$ cat src/rtl/jtframe_sdram_arb_pkg.sv
// Shared types and helpers for the SDRAM request-port arbiter.
// Default data and address widths match the common jtframe SDRAM controller.
package jtframe_sdram_arb_pkg;

    typedef enum logic [1:0] {
        IDLE = 2'd0,
        REQ  = 2'd1,
        WAIT = 2'd2
    } arb_state_t;

    localparam int DEF_AW = 22;
    localparam int DEF_WW = 16;
    localparam int DEF_RW = 32;
    localparam int MAX_CH = 8;

    function automatic logic [MAX_CH-1:0] onehot(input int idx);
        return MAX_CH'(1) << idx;
    endfunction

endpackage

$ cat src/rtl/jtframe_arb_rr.sv
// Combinational rotating-priority encoder: picks the first request at or after ptr.
// With prio_en set, request 0 overrides the rotation.
module jtframe_arb_rr #(
    parameter int CH = 4,
    parameter int PW = $clog2(CH)
) (
    input  logic [CH-1:0] req,
    input  logic [PW-1:0] ptr,
    input  logic          prio_en,
    output logic [PW-1:0] grant,
    output logic          any
);

    always_comb begin
        grant = '0;
        any   = |req;
        // Walk from the farthest slot back to ptr so the closest match wins.
        for (int i = CH - 1; i >= 0; i--) begin
            if (req[(int'(ptr) + i) % CH]) begin
                grant = PW'((int'(ptr) + i) % CH);
            end
        end
        if (prio_en && req[0]) begin
            grant = '0;
        end
    end

endmodule

$ cat src/rtl/jtframe_sdram_arb.sv
// Round-robin arbiter in front of the single SDRAM controller request port.
// Define JTFRAME_SDRAM_ARB_PRIO_EN to give channel 0 fixed priority over the rotation.
module jtframe_sdram_arb
    import jtframe_sdram_arb_pkg::*;
#(
    parameter int CH = 4,
    parameter int AW = DEF_AW,
    parameter int WW = DEF_WW,
    parameter int RW = DEF_RW
) (
    input  logic              clk_rom,
    input  logic              rst_n,
    input  logic              halt,
    input  logic [CH-1:0]     ch_req,
    input  logic [CH*AW-1:0]  ch_addr,
    input  logic [CH*2-1:0]   ch_bank,
    input  logic [CH-1:0]     ch_rnw,
    input  logic [CH*2-1:0]   ch_wrmask,
    input  logic [CH*WW-1:0]  ch_din,
    output logic [CH-1:0]     ch_ack,
    output logic [CH-1:0]     ch_rdy,
    output logic [RW-1:0]     ch_dout,
    output logic              busy,
    output logic              sdram_req,
    input  logic              sdram_ack,
    output logic [AW-1:0]     sdram_addr,
    output logic [1:0]        sdram_bank,
    output logic              sdram_rnw,
    output logic [1:0]        sdram_wrmask,
    output logic [WW-1:0]     data_write,
    input  logic [RW-1:0]     data_read,
    input  logic              data_rdy
);

    localparam int PW = $clog2(CH);

`ifdef JTFRAME_SDRAM_ARB_PRIO_EN
    localparam logic PRIO_EN = 1'b1;
`else
    localparam logic PRIO_EN = 1'b0;
`endif

    logic [AW-1:0] addr_a   [CH];
    logic [1:0]    bank_a   [CH];
    logic [1:0]    wrmask_a [CH];
    logic [WW-1:0] din_a    [CH];

    for (genvar gi = 0; gi < CH; gi++) begin : g_unpack
        assign addr_a[gi]   = ch_addr[gi*AW +: AW];
        assign bank_a[gi]   = ch_bank[gi*2 +: 2];
        assign wrmask_a[gi] = ch_wrmask[gi*2 +: 2];
        assign din_a[gi]    = ch_din[gi*WW +: WW];
    end

    logic [PW-1:0] grant;
    logic          any;

    arb_state_t    state_q, state_d;
    logic [PW-1:0] g_q, g_d;
    logic [PW-1:0] ptr_q, ptr_d;
    logic          req_q, req_d;
    logic [CH-1:0] ack_q, ack_d;
    logic [CH-1:0] rdy_q, rdy_d;
    logic          busy_q, busy_d;
    logic [RW-1:0] dout_q, dout_d;
    logic [AW-1:0] addr_q, addr_d;
    logic [1:0]    bank_q, bank_d;
    logic          rnw_q, rnw_d;
    logic [1:0]    wrmask_q, wrmask_d;
    logic [WW-1:0] wdata_q, wdata_d;
    logic          done;

    jtframe_arb_rr #(
        .CH (CH),
        .PW (PW)
    ) u_rr (
        .req     (ch_req),
        .ptr     (ptr_q),
        .prio_en (PRIO_EN),
        .grant   (grant),
        .any     (any)
    );

    always_comb begin
        state_d  = state_q;
        g_d      = g_q;
        ptr_d    = ptr_q;
        req_d    = req_q;
        ack_d    = '0;
        rdy_d    = '0;
        dout_d   = dout_q;
        addr_d   = addr_q;
        bank_d   = bank_q;
        rnw_d    = rnw_q;
        wrmask_d = wrmask_q;
        wdata_d  = wdata_q;
        done     = 1'b0;

        case (state_q)
            IDLE: begin
                if (!halt && any) begin
                    g_d      = grant;
                    addr_d   = addr_a[grant];
                    bank_d   = bank_a[grant];
                    rnw_d    = ch_rnw[grant];
                    wrmask_d = wrmask_a[grant];
                    wdata_d  = din_a[grant];
                    req_d    = 1'b1;
                    state_d  = REQ;
                end
            end
            REQ: begin
                if (sdram_ack) begin
                    req_d   = 1'b0;
                    ack_d   = CH'(onehot(int'(g_q)));
                    state_d = WAIT;
                    done    = data_rdy;
                end
            end
            WAIT: begin
                done = data_rdy;
            end
            default: begin
                state_d = IDLE;
                req_d   = 1'b0;
            end
        endcase

        // Completion also covers data_rdy landing together with the ack.
        if (done) begin
            dout_d  = data_read;
            rdy_d   = CH'(onehot(int'(g_q)));
            state_d = IDLE;
            if (!(PRIO_EN && g_q == '0)) begin
                ptr_d = PW'((int'(g_q) + 1) % CH);
            end
        end

        busy_d = (state_d != IDLE);
    end

    always_ff @(posedge clk_rom) begin
        if (!rst_n) begin
            state_q  <= IDLE;
            g_q      <= '0;
            ptr_q    <= '0;
            req_q    <= 1'b0;
            ack_q    <= '0;
            rdy_q    <= '0;
            busy_q   <= 1'b0;
            dout_q   <= '0;
            addr_q   <= '0;
            bank_q   <= '0;
            rnw_q    <= 1'b1;
            wrmask_q <= 2'b11;
            wdata_q  <= '0;
        end else begin
            state_q  <= state_d;
            g_q      <= g_d;
            ptr_q    <= ptr_d;
            req_q    <= req_d;
            ack_q    <= ack_d;
            rdy_q    <= rdy_d;
            busy_q   <= busy_d;
            dout_q   <= dout_d;
            addr_q   <= addr_d;
            bank_q   <= bank_d;
            rnw_q    <= rnw_d;
            wrmask_q <= wrmask_d;
            wdata_q  <= wdata_d;
        end
    end

    assign ch_ack       = ack_q;
    assign ch_rdy       = rdy_q;
    assign ch_dout      = dout_q;
    assign busy         = busy_q;
    assign sdram_req    = req_q;
    assign sdram_addr   = addr_q;
    assign sdram_bank   = bank_q;
    assign sdram_rnw    = rnw_q;
    assign sdram_wrmask = wrmask_q;
    assign data_write   = wdata_q;

endmodule

$ cat config.mk
export PLATFORM = sky130hd
export DESIGN_NAME = jtframe_sdram_arb
export DESIGN_NICKNAME = d
export VERILOG_FILES = /design/src/rtl/jtframe_sdram_arb_pkg.sv /design/src/rtl/jtframe_arb_rr.sv /design/src/rtl/jtframe_sdram_arb.sv
export SDC_FILE = /design/constraint.sdc
export NUM_CORES = 1
export LEC_CHECK = 0
export CAP_MARGIN = 20
export CELL_PAD_IN_SITES_DETAIL_PLACEMENT = 1
export CELL_PAD_IN_SITES_GLOBAL_PLACEMENT = 1
export CORE_AREA = 2 2 141 143
export CTS_BUF_LIST = sky130_fd_sc_hd__clkbuf_2
export CTS_CLUSTER_DIAMETER = 50
export CTS_CLUSTER_SIZE = 8
export DETAILED_ROUTE_END_ITERATION = 12
export DIE_AREA = 0 0 143 145
export PLACE_DENSITY_LB_ADDON = 0.1
export SYNTH_ARGS = -nofsm -noshare
export SYNTH_HDL_FRONTEND = slang
export SYNTH_SLANG_ARGS = --single-unit
$ cat constraint.sdc
create_clock -name clk_rom -period 2 [get_ports clk_rom]
set_clock_uncertainty 0.05 [all_clocks]
set_input_delay 0.3 -clock clk_rom [delete_from_list [all_inputs] [get_ports clk_rom]]
set_output_delay 0.3 -clock clk_rom [all_outputs]
set_load 0.02 [all_outputs]
==> impl_metrics.py, run 1 <==
metrics = {
    "route": {
        "drt_iter0_markers": 168,
        "drc": 0,
        "wl_met3_um": 1780,
        "wirelength_um": 21300,
        "dr.pass1.iters": 4,
        "wl_met2_um": 10900,
        "via_count": 5002,
        "highest_layer": "met4",
        "postRouteAntennaNets": 0,
        "vias_per_cell": 4.85,
        "wire_per_inst_um": 20.7,
        "wl_met1_um": 8230,
    },
    "logic_synthesis": {
        "synth_fp_nets": 671,
        "ys_types": 38,
        "yosys.area.top_type": "dfxtp_1",
        "synth_seq_cells": 91,
        "synth_area_per_cell_um2": 9.61,
        "synth_area_um2": 4330,
        "synth_seq_area_share": 0.421,
        "yosysTopAreaCellShare": 0.421,
        "ys_warn_count": 0,
        "netlist_instances": 450,
        "synth.area.top_cells": "dfxtp_1 (42%), a221o_1 (9.3%), mux2_1 (8.8%)",
    },
    "clock_network": {
        "cts_tree": "built",
        "clock_sinks": 91,
        "clock_latency_ps": 600,
        "htreeDepth": 3,
        "path_clk_slew_ps": 290,
        "cts-root-buf": "clkbuf_2",
        "cts_buffers": 9,
        "clockBufferDepth": 2,
        "cts_hold_buf": 0,
    },
    "floorplan": {
        "start_util": 0.225,
        "num_io_pins": 298,
        "die_area_um2": 20700,
        "coreArea_um2": 19200,
        "rows": 51,
        "die_h_um": 145,
        "die_w_um": 143,
    },
    "place": {
        "dp_hpwl_um": 14200,
        "dpl_cell_area_um2": 7800,
        "numPortBuffers": 297,
        "gp_congestion": 0.803,
        "dp_slack_ps": -511,
    },
    "sta": {
        "hold_viol_final": 0,
        "rsz0062_at_grt": "true",
        "finalCritPeriodShare": 1.01,
        "fmax_ghz": 0.497,
        "worst_pin_slew_ps": 473,
        "slew_viol_final": 0,
        "fin_ws_ps": -11.9,
        "min_period_ps": 2010,
        "max-slew-margin-rel": 0.685,
        "hold_ws_ps": 200,
        "setup_viol": 5,
    },
    "global_route": {
        "antenna_found_initial": 3,
        "gr-total-overflow": 0,
        "grt_pass1_wl_um": 31300,
        "grt_pass1_vias": 5346,
        "grt_max_degree": 42,
        "grt.total_usage": 0.195,
    },
    "critical_path": {
        "worst_setup_path_end_kind": "flip-flop",
        "slowest_stage": "or4b_4",
        "path_max_fanout": 5,
        "cp.arrival_ps": 2530,
        "path_class": "in -> reg",
        "cp_data_required_time_ps": 2520,
        "cp-start-kind": "input pin",
        "crit_path_frequent_cell": "buf_4",
        "crit_chain": "clkdlybuf4s50_1, buf_4, nor4_1, buf_4, nor4_4, or4b_4, buf_12, buf_16, a21oi_2, a221o_1",
        "cpPeakStageDelay_ps": 570,
    },
    "layout": {
        "area_delta_synth_final_pct": 91.7,
        "final_common_cell": "clkdlybuf4s50_1",
        "multi_input_area_um2": 2480,
        "layout-drive-gt1-share": 0.147,
        "final_cell_mix": "clkdlybuf4s50_1 (212), dfxtp_1 (88), dlygate4sd2_1 (85), o21ai_0 (42)",
        "nets": 978,
        "final_util": 0.432,
        "fillerInstances": 2146,
        "ff_latch_area_um2": 1830,
        "design_area_um2": 8300,
    },
    "power": {
        "vdd_ir_drop_max_mv": 0.417,
        "leakage_nw": 3.51,
        "p_per_area_nw_per_um2": 737,
    },
    "outcome": {
        "outcome": "finished with violations",
        "violations": "setup timing",
    },
    "worst_hold_path": {
        "worstHoldPathType": "in -> reg",
    },
    "run": {
        "cap_violations": 0,
    },
}
[flip-flops by register name (all words and copies together) (netlist names)]
register and cells:
ch_rdy 4, g_q 2, ch_dout 32, data_write 16
sdram_wrmask 2, ptr_q 2, state_q 2, sdram_req 1
sdram_rnw 1, sdram_addr 22, sdram_bank 2, ch_ack 4
busy 1
[layer usage]
layer / global-route usage / vias to the layer above
li1: - / 2344
met4: 0.0629 / 0
met1: 0.225 / 2422
met3: 0.0561 / 23
met5: 0 / -
met2: 0.342 / 213
[final cells by class]
| class | count | share of cell area |
|---|---|---|
| timing repair buffer | 340 | 0.421 |
| multi-input combinational | 307 | 0.299 |
| sequential | 91 | 0.220 |
| tap | 265 | 0.0400 |
| clock inverter | 7 | 0.0101 |
| clock buffer | 9 | 0.00543 |
| inverter | 8 | 0.00362 |
| antenna | 4 | 0.00121 |
[where the power goes]
group | internal [mW] | leakage, nW | switching [mW]
clock | 0.319 | 0.0807 | 0.752
combinational | 1.41 | 2.68 | 1.35
sequential | 2.12 | 0.743 | 0.161
[worst max-delay path: cells and delay by family]
family	cells	cell delay, ps
compound gates	2	220
simple gates	3	880
buf+inv	5	1120
[path summary, 6_finish.rpt]
kind,startpoint,to,slack (ps),cells after the start
worst max-delay path,ch_req[3],sdram_addr[2],-10,10
worst min register to register,ch_dout[22],ch_dout[22],460,1
worst min-delay path,data_read[6],ch_dout[6],200,2
worst max register to register,state_q[1],data_write[5],20,9
[cells by family (layout without fill, tap and decap cells)]
logic type	Yosys count	count (layout)	share of synthesized area
DFF	91	91	0.421
muxes	46	46	0.118
and+or+nand+nor	82	82	0.109
other	0	4	0
adders and majority gates	8	8	0.0231
AOI/OAI and AO/OA	171	171	0.280
buffers and inverters	52	364	0.0489
[cells in the mapped netlist (all sizes together)]
master,n
dfxtp,91
a21oi,48
o21ai,42
a221o,40
mux2,40
nand3,40
a22o,34
clkbuf,33
buf,11
and2,9
ha,8
inv,8
nor2,8
mux2i,6
nand2,4
nor3,4
nand2b,3
nor4,3
o221ai,3
nor2b,2
a2111oi,1
a2bb2oi,1
and3,1
and4b,1
nand4b,1
nor3b,1
nor4b,1
o21a,1
o21ba,1
or2,1
or3,1
or4,1
or4b,1
[per-stage QoR]
stage          TNS [ps]  total power [mW]  instances
2_1_floorplan         0              3.51        450
3_3_place_gp     -19430              4.92        996
3_5_place_dp     -21290              4.96        996
4_1_cts            -139              5.98       1017
5_1_grt           -1830              6.49       1030
6_report          -33.8              6.11       1031
[repair_timing]
action	CTS	global route
pin swaps	2	19
setup buffers	2	3
gates resized for setup	101	36
endpoints found under the setup margin	126	44
cloned	3	7
Note: power is estimated with default switching activity, not from simulation.
==> inputs of run 2 (changes only) <==
- CAP_MARGIN: 20 -> unset
- CORE_AREA: 2 2 141 143 -> 2 2 194 101
- DIE_AREA: 0 0 143 145 -> 0 0 196 103
- SYNTH_HIERARCHICAL: unset -> 1
==> run 2 against run 1 <==
  * The flow still finishes with violations (setup timing)
  * Routed wire length down 19%
  * Sequential power down 10%
  * Critical path type is now reg -> reg
  * First-iteration DRC count fell by 46%
  * Count of clock-buffer cells in the layout unchanged
  * Worst setup slack worse by 100 ps
  * Flip-flop and latch count unchanged
  * Non-clock buffer count fell by 14
  * Sequential share of layout area increased by 1.1 points
  * Global-route usage fell by 3.0 points
  * Area after synthesis increased by 0.35%
  * Core utilization is 0.95 points lower
  * Combinational power down 43%
==> impl_metrics.py, run 2 <==
metrics = {
    "clock_network": {
        "cts_tree": "built",
        "clock_latency_ps": 590,
        "cts-root-buf": "clkbuf_2",
        "clock_sinks": 91,
        "path_clk_slew_ps": 280,
        "clockBufferDepth": 2,
        "cts_hold_buf": 0,
        "cts_buffers": 9,
        "htreeDepth": 3,
    },
    "critical_path": {
        "cp_data_required_time_ps": 2440,
        "cp_num_buf_inv": 3,
        "path_class": "reg -> reg",
        "crit_family": "multiplexers",
        "worst_setup_path_end_kind": "flip-flop",
        "crit_chain": "nand2b_4, a21oi_2, nor3_2, buf_6, buf_12, buf_16, mux4_2, a22o_1",
        "cp.arrival_ps": 2560,
        "cpPeakStageDelay_ps": 510,
        "path_max_fanout": 7,
        "r2r_slack_ps": -120,
        "cp-start-kind": "flip-flop",
        "slowest_stage": "mux4_2",
    },
    "logic_synthesis": {
        "ys_types": 35,
        "synth_mux_area_frac": 0.225,
        "yosysTopAreaCellShare": 0.420,
        "synth_fp_nets": 611,
        "synth.area.top_cells": "dfxtp_1 (42%), mux4_2 (22%), a22o_1 (8.1%)",
        "netlist_instances": 389,
        "yosys.area.top_type": "dfxtp_1",
        "synth_edf_count": 0,
        "synth_area_per_cell_um2": 11.2,
        "synth_top_family_by_area": "multiplexers",
        "synth_fa_ha_area_frac": 0.0259,
        "synth-main-ff-cell": "dfxtp_1",
        "synth_area_um2": 4340,
        "ys_async_sr_fraction": 0,
        "synth_seq_cells": 91,
        "synth_seq_area_share": 0.420,
        "ys_warn_count": 6,
        "synth.most_common_cell": "dfxtp_1",
        "synth-simple-area-share": 0.113,
        "yosys-top-cells-count": "dfxtp_1 (91), nand2_1 (85), mux4_2 (43)",
        "synth_compound_area_frac": 0.165,
        "synth_xor_area_frac": 0,
    },
    "route": {
        "drc": 0,
        "vias_per_cell": 4.48,
        "drt_iter0_markers": 91,
        "wirelength_um": 17300,
        "via_count": 4234,
        "dr.pass1.iters": 4,
        "wire_per_inst_um": 18.3,
        "postRouteAntennaNets": 0,
    },
    "layout": {
        "design_area_um2": 7920,
        "final_util": 0.422,
        "layout-drive-gt1-share": 0.143,
        "largest_reg_flops": 32,
        "ff_latch_area_um2": 1830,
        "fillerInstances": 2062,
        "area_delta_synth_final_pct": 82.3,
        "final_cell_mix": "clkdlybuf4s50_1 (212), dfxtp_1 (89), nand2_1 (84), dlygate4sd2_1 (82), mux4_2 (43)",
        "final_cells": 945,
        "nets": 914,
        "multi_input_area_um2": 2340,
        "final_common_cell": "clkdlybuf4s50_1",
    },
    "power": {
        "switching_power_mw": 1.42,
        "clkPwrFrac": 0.210,
        "p_per_area_nw_per_um2": 579,
        "sw_frac_of_total": 0.311,
        "seqPwrFrac": 0.447,
        "p_int_mw": 3.16,
        "power_mw": 4.58,
        "leakage_nw": 3.28,
        "vdd_ir_drop_max_mv": 0.275,
        "pwr-share-comb": 0.343,
    },
    "sta": {
        "fin_setup_tns_ps": -3000,
        "hold_viol_final": 0,
        "fin_ws_ps": -116,
        "min_period_ps": 2120,
        "setup_viol": 43,
        "hold_ws_ps": 170,
        "finalCritPeriodShare": 1.06,
        "fmax_ghz": 0.473,
        "rsz0062_at_grt": "true",
        "max-slew-margin-rel": 0.651,
        "worst_pin_slew_ps": 524,
        "slew_viol_final": 0,
    },
    "global_route": {
        "grt_pass1_wl_um": 25100,
        "grt_max_degree": 41,
        "grt.total_usage": 0.165,
        "grt_pass1_vias": 4356,
        "gr-total-overflow": 0,
        "antenna_found_initial": 1,
    },
    "place": {
        "dp_slack_ps": -690,
        "dpl_cell_area_um2": 7690,
        "placed_cells": 920,
        "numPortBuffers": 297,
        "dp_hpwl_um": 13200,
        "gp_congestion": 0.791,
    },
    "floorplan": {
        "die_area_um2": 20200,
        "die_h_um": 103,
        "start_util": 0.232,
        "num_io_pins": 298,
        "coreArea_um2": 18700,
        "rows": 36,
        "die_w_um": 196,
    },
    "outcome": {
        "violations": "setup timing",
        "outcome": "finished with violations",
    },
    "run": {
        "cap_violations": 0,
    },
    "worst_hold_path": {
        "worstHoldPathType": "in -> reg",
    },
}
## run 2: metal layers
metal | track usage | wire, um | part of all wire
met5 | 0 | 0 | 0
met4 | 0.0390 | 240 | 0.014
met3 | 0.0664 | 1250 | 0.072
met2 | 0.272 | 8260 | 0.48
met1 | 0.203 | 7540 | 0.44
## run 2: power groups by stage
stage	Combinational, mW	Sequential [mW]	Clock (mW)
3_5_place_dp	1.62	2.09	0
3_3_place_gp	1.60	2.08	0
5_1_grt	1.69	2.07	1.10
2_1_floorplan	0.583	2.25	0
6_report	1.57	2.05	0.962
4_1_cts	1.59	2.05	1.04
## run 2: logic make-up after synthesis
| kind of cell | count (synthesis) |
|---|---|
| adder cells (fa/ha/maj) | 9 |
| other | 1 |
| AO/OA/AOI/OAI | 89 |
| AND/OR/NAND/NOR | 116 |
| flip-flops | 91 |
| buffers and inverters | 39 |
| multiplexers | 44 |
## run 2: worst paths after layout
check	startpoint	to	cells after the start
max	ptr_q[1]	sdram_addr[17]	8
min	data_read[24]	ch_dout[24]	3
max reg2reg	ptr_q[1]	sdram_addr[17]	8
min reg2reg	ch_dout[20]	ch_dout[20]	2
## run 2: cell type report
cell class	count	area share
repair buffers	326	0.417
multi-input cells	259	0.295
flip-flops and latches	91	0.231
well taps	247	0.0390
clock inverters	7	0.00869
clock buffers	9	0.00569
inverters	5	0.00237
diodes	1	0.000316
## run 2: timing repair
action / CTS / global route
endpoints found under the hold margin: 0 / 0
endpoints found under the setup margin: 125 / 46
pin swaps: 4 / 4
gates resized for setup: 96 / 7
gates cloned: 3 / 1
buffers inserted: 4 / 0
## run 2: tightest hold or removal path: stages
cell             delay, ps
clkdlybuf4s50_1        400
nand2_1                 50
a21boi_0                60
==> inputs of run 3 (changes only) <==
- HOLD_SLACK_MARGIN: unset -> 0.03
- TNS_END_PERCENT: unset -> 50
==> run 3 against run 2 <==
  * Cell count rose by 0.74%
  * First-iteration DRC count fell by 1.1%
  * Global-route usage rose by 1.0 points
  * Count of clock-buffer cells in the layout unchanged
  * Largest power group unchanged
  * Worst setup slack better by 25 ps
  * Final area up 2.0%
  * The run still ends with setup timing left
  * Die area is the same
  * Flip-flop and latch count is the same
  * Via count rose by 2.2%
  * Fmax grew 1.2%
==> impl_metrics.py, run 3 (same netlist as run 2, synthesis figures left out) <==
metrics = {
    "global_route": {
        "grt.total_usage": 0.175,
        "grt-busiest-layer": "met2",
        "grt_pass1_vias": 4746,
        "grt_pass1_wl_um": 26800,
        "grt_max_degree": 46,
        "grtUsageMet3": 0.0602,
        "antenna_found_initial": 1,
        "gr-total-overflow": 0,
        "met1_usage": 0.219,
        "grt.met2_usage": 0.289,
    },
    "layout": {
        "largest_reg_flops": 32,
        "nets": 921,
        "ff_latch_area_um2": 1830,
        "layout-drive-gt1-share": 0.152,
        "multi_input_area_um2": 2350,
        "fillerInstances": 2070,
        "final_common_cell": "clkdlybuf4s50_1",
        "final_cell_mix": "clkdlybuf4s50_1 (212), dfxtp_1 (89), nand2_1 (84), dlygate4sd2_1 (79), mux4_2 (43)",
        "design_area_um2": 8070,
        "area_delta_synth_final_pct": 86.0,
        "final_util": 0.431,
    },
    "route": {
        "drc": 0,
        "postRouteAntennaNets": 0,
        "vias_per_cell": 4.55,
        "wirelength_um": 18000,
        "dr.pass1.iters": 4,
        "drt_iter0_markers": 90,
        "via_count": 4329,
        "wire_per_inst_um": 18.9,
    },
    "critical_path": {
        "worst_setup_path_end_kind": "flip-flop",
        "crit_family": "multiplexers",
        "slowest_stage": "mux4_2",
        "path_class": "reg -> reg",
        "crit_chain": "nand2b_4, a21oi_4, nor3_2, buf_4, buf_12, buf_12, mux4_2, a22o_1",
        "path_max_fanout": 7,
        "cpPeakStageDelay_ps": 520,
        "cp_data_required_time_ps": 2450,
        "cp-start-kind": "flip-flop",
        "cp_num_buf_inv": 3,
        "crit_path_frequent_cell": "buf_12",
        "reg2reg_depth": 8,
        "cp.arrival_ps": 2540,
        "path_depth": 8,
    },
    "sta": {
        "fmax_ghz": 0.478,
        "min_period_ps": 2090,
        "fin_setup_tns_ps": -1540,
        "fin_ws_ps": -91.3,
        "rsz0062_at_grt": "true",
        "max-slew-margin-rel": 0.662,
        "slew_viol_final": 0,
        "setup_viol": 41,
        "hold_viol_final": 0,
        "finalCritPeriodShare": 1.05,
        "worst_pin_slew_ps": 507,
    },
    "clock_network": {
        "clock_latency_ps": 570,
        "path_clk_slew_ps": 240,
        "cts-root-buf": "clkbuf_2",
        "clock_sinks": 91,
        "cts_buffers": 9,
        "cts_tree": "built",
        "htreeDepth": 3,
        "clockBufferDepth": 2,
    },
    "power": {
        "p_per_area_nw_per_um2": 590,
        "leakage_nw": 3.39,
        "power_mw": 4.76,
        "vdd_ir_drop_max_mv": 0.216,
    },
    "floorplan": {
        "die_h_um": 103,
        "num_io_pins": 298,
        "die_area_um2": 20200,
        "coreArea_um2": 18700,
        "rows": 36,
        "die_w_um": 196,
        "start_util": 0.232,
    },
    "run": {
        "cap_violations": 0,
    },
    "outcome": {
        "outcome": "finished with violations",
        "violations": "setup timing",
    },
    "place": {
        "gp_congestion": 0.756,
        "dpl_cell_area_um2": 7750,
        "dp_hpwl_um": 13600,
        "dp_slack_ps": -600,
        "numPortBuffers": 297,
    },
    "worst_hold_path": {
        "worstHoldPathType": "in -> reg",
        "holdPathStages": 3,
    },
}
run 3: power by group:
part           switching, mW  internal [mW]  total [mW]  leakage, nW
registers             0.0819           1.97        2.05        0.743
logic                  0.696          0.942        1.64         2.56
clock network          0.663          0.412        1.07       0.0856
run 3: worst paths after layout:
check | startpoint | slack, ps | endpoint
worst min register to register | ch_dout[20] | 430 | ch_dout[20]
worst min-delay path | data_read[8] | 200 | ch_dout[8]
worst max register to register | ptr_q[1] | -90 | data_write[5]
worst max-delay path | ptr_q[1] | -90 | data_write[5]
run 3: layout make-up:
type,count,share of cell area
well taps,247,0.0383
clock buffers,9,0.00558
multi-input cells,259,0.291
clock inverters,7,0.0115
repair buffers,333,0.425
inverters,5,0.00232
flip-flops and latches,91,0.226
diodes,1,0.000310
run 3: through the flow:
step | hold slack (ps) | cells
after floorplan | 395 | 389
after global placement | 398 | 921
after detailed placement | 409 | 921
after CTS | 106 | 949
after global routing | 121 | 952
final | 195 | 952
run 3: tightest hold or removal path, cell delays in order:
cell             delay, ps
clkdlybuf4s50_1        390
nand2_1                 50
a21boi_0                60
run 3: what timing repair did:
action	CTS	global route
resized for setup	95	9
cloned	5	1
buffers inserted	7	1
pin swaps	7	5
setup endpoints to repair	122	49
hold buffers	0	0
run 3: layer usage:
| layer | vias to the layer above | share of wire |
|---|---|---|
| met1 | 2114 | 0.43 |
| met5 | - | 0 |
| met2 | 150 | 0.48 |
| met3 | 25 | 0.071 |
| li1 | 2040 | - |
| met4 | 0 | 0.018 |
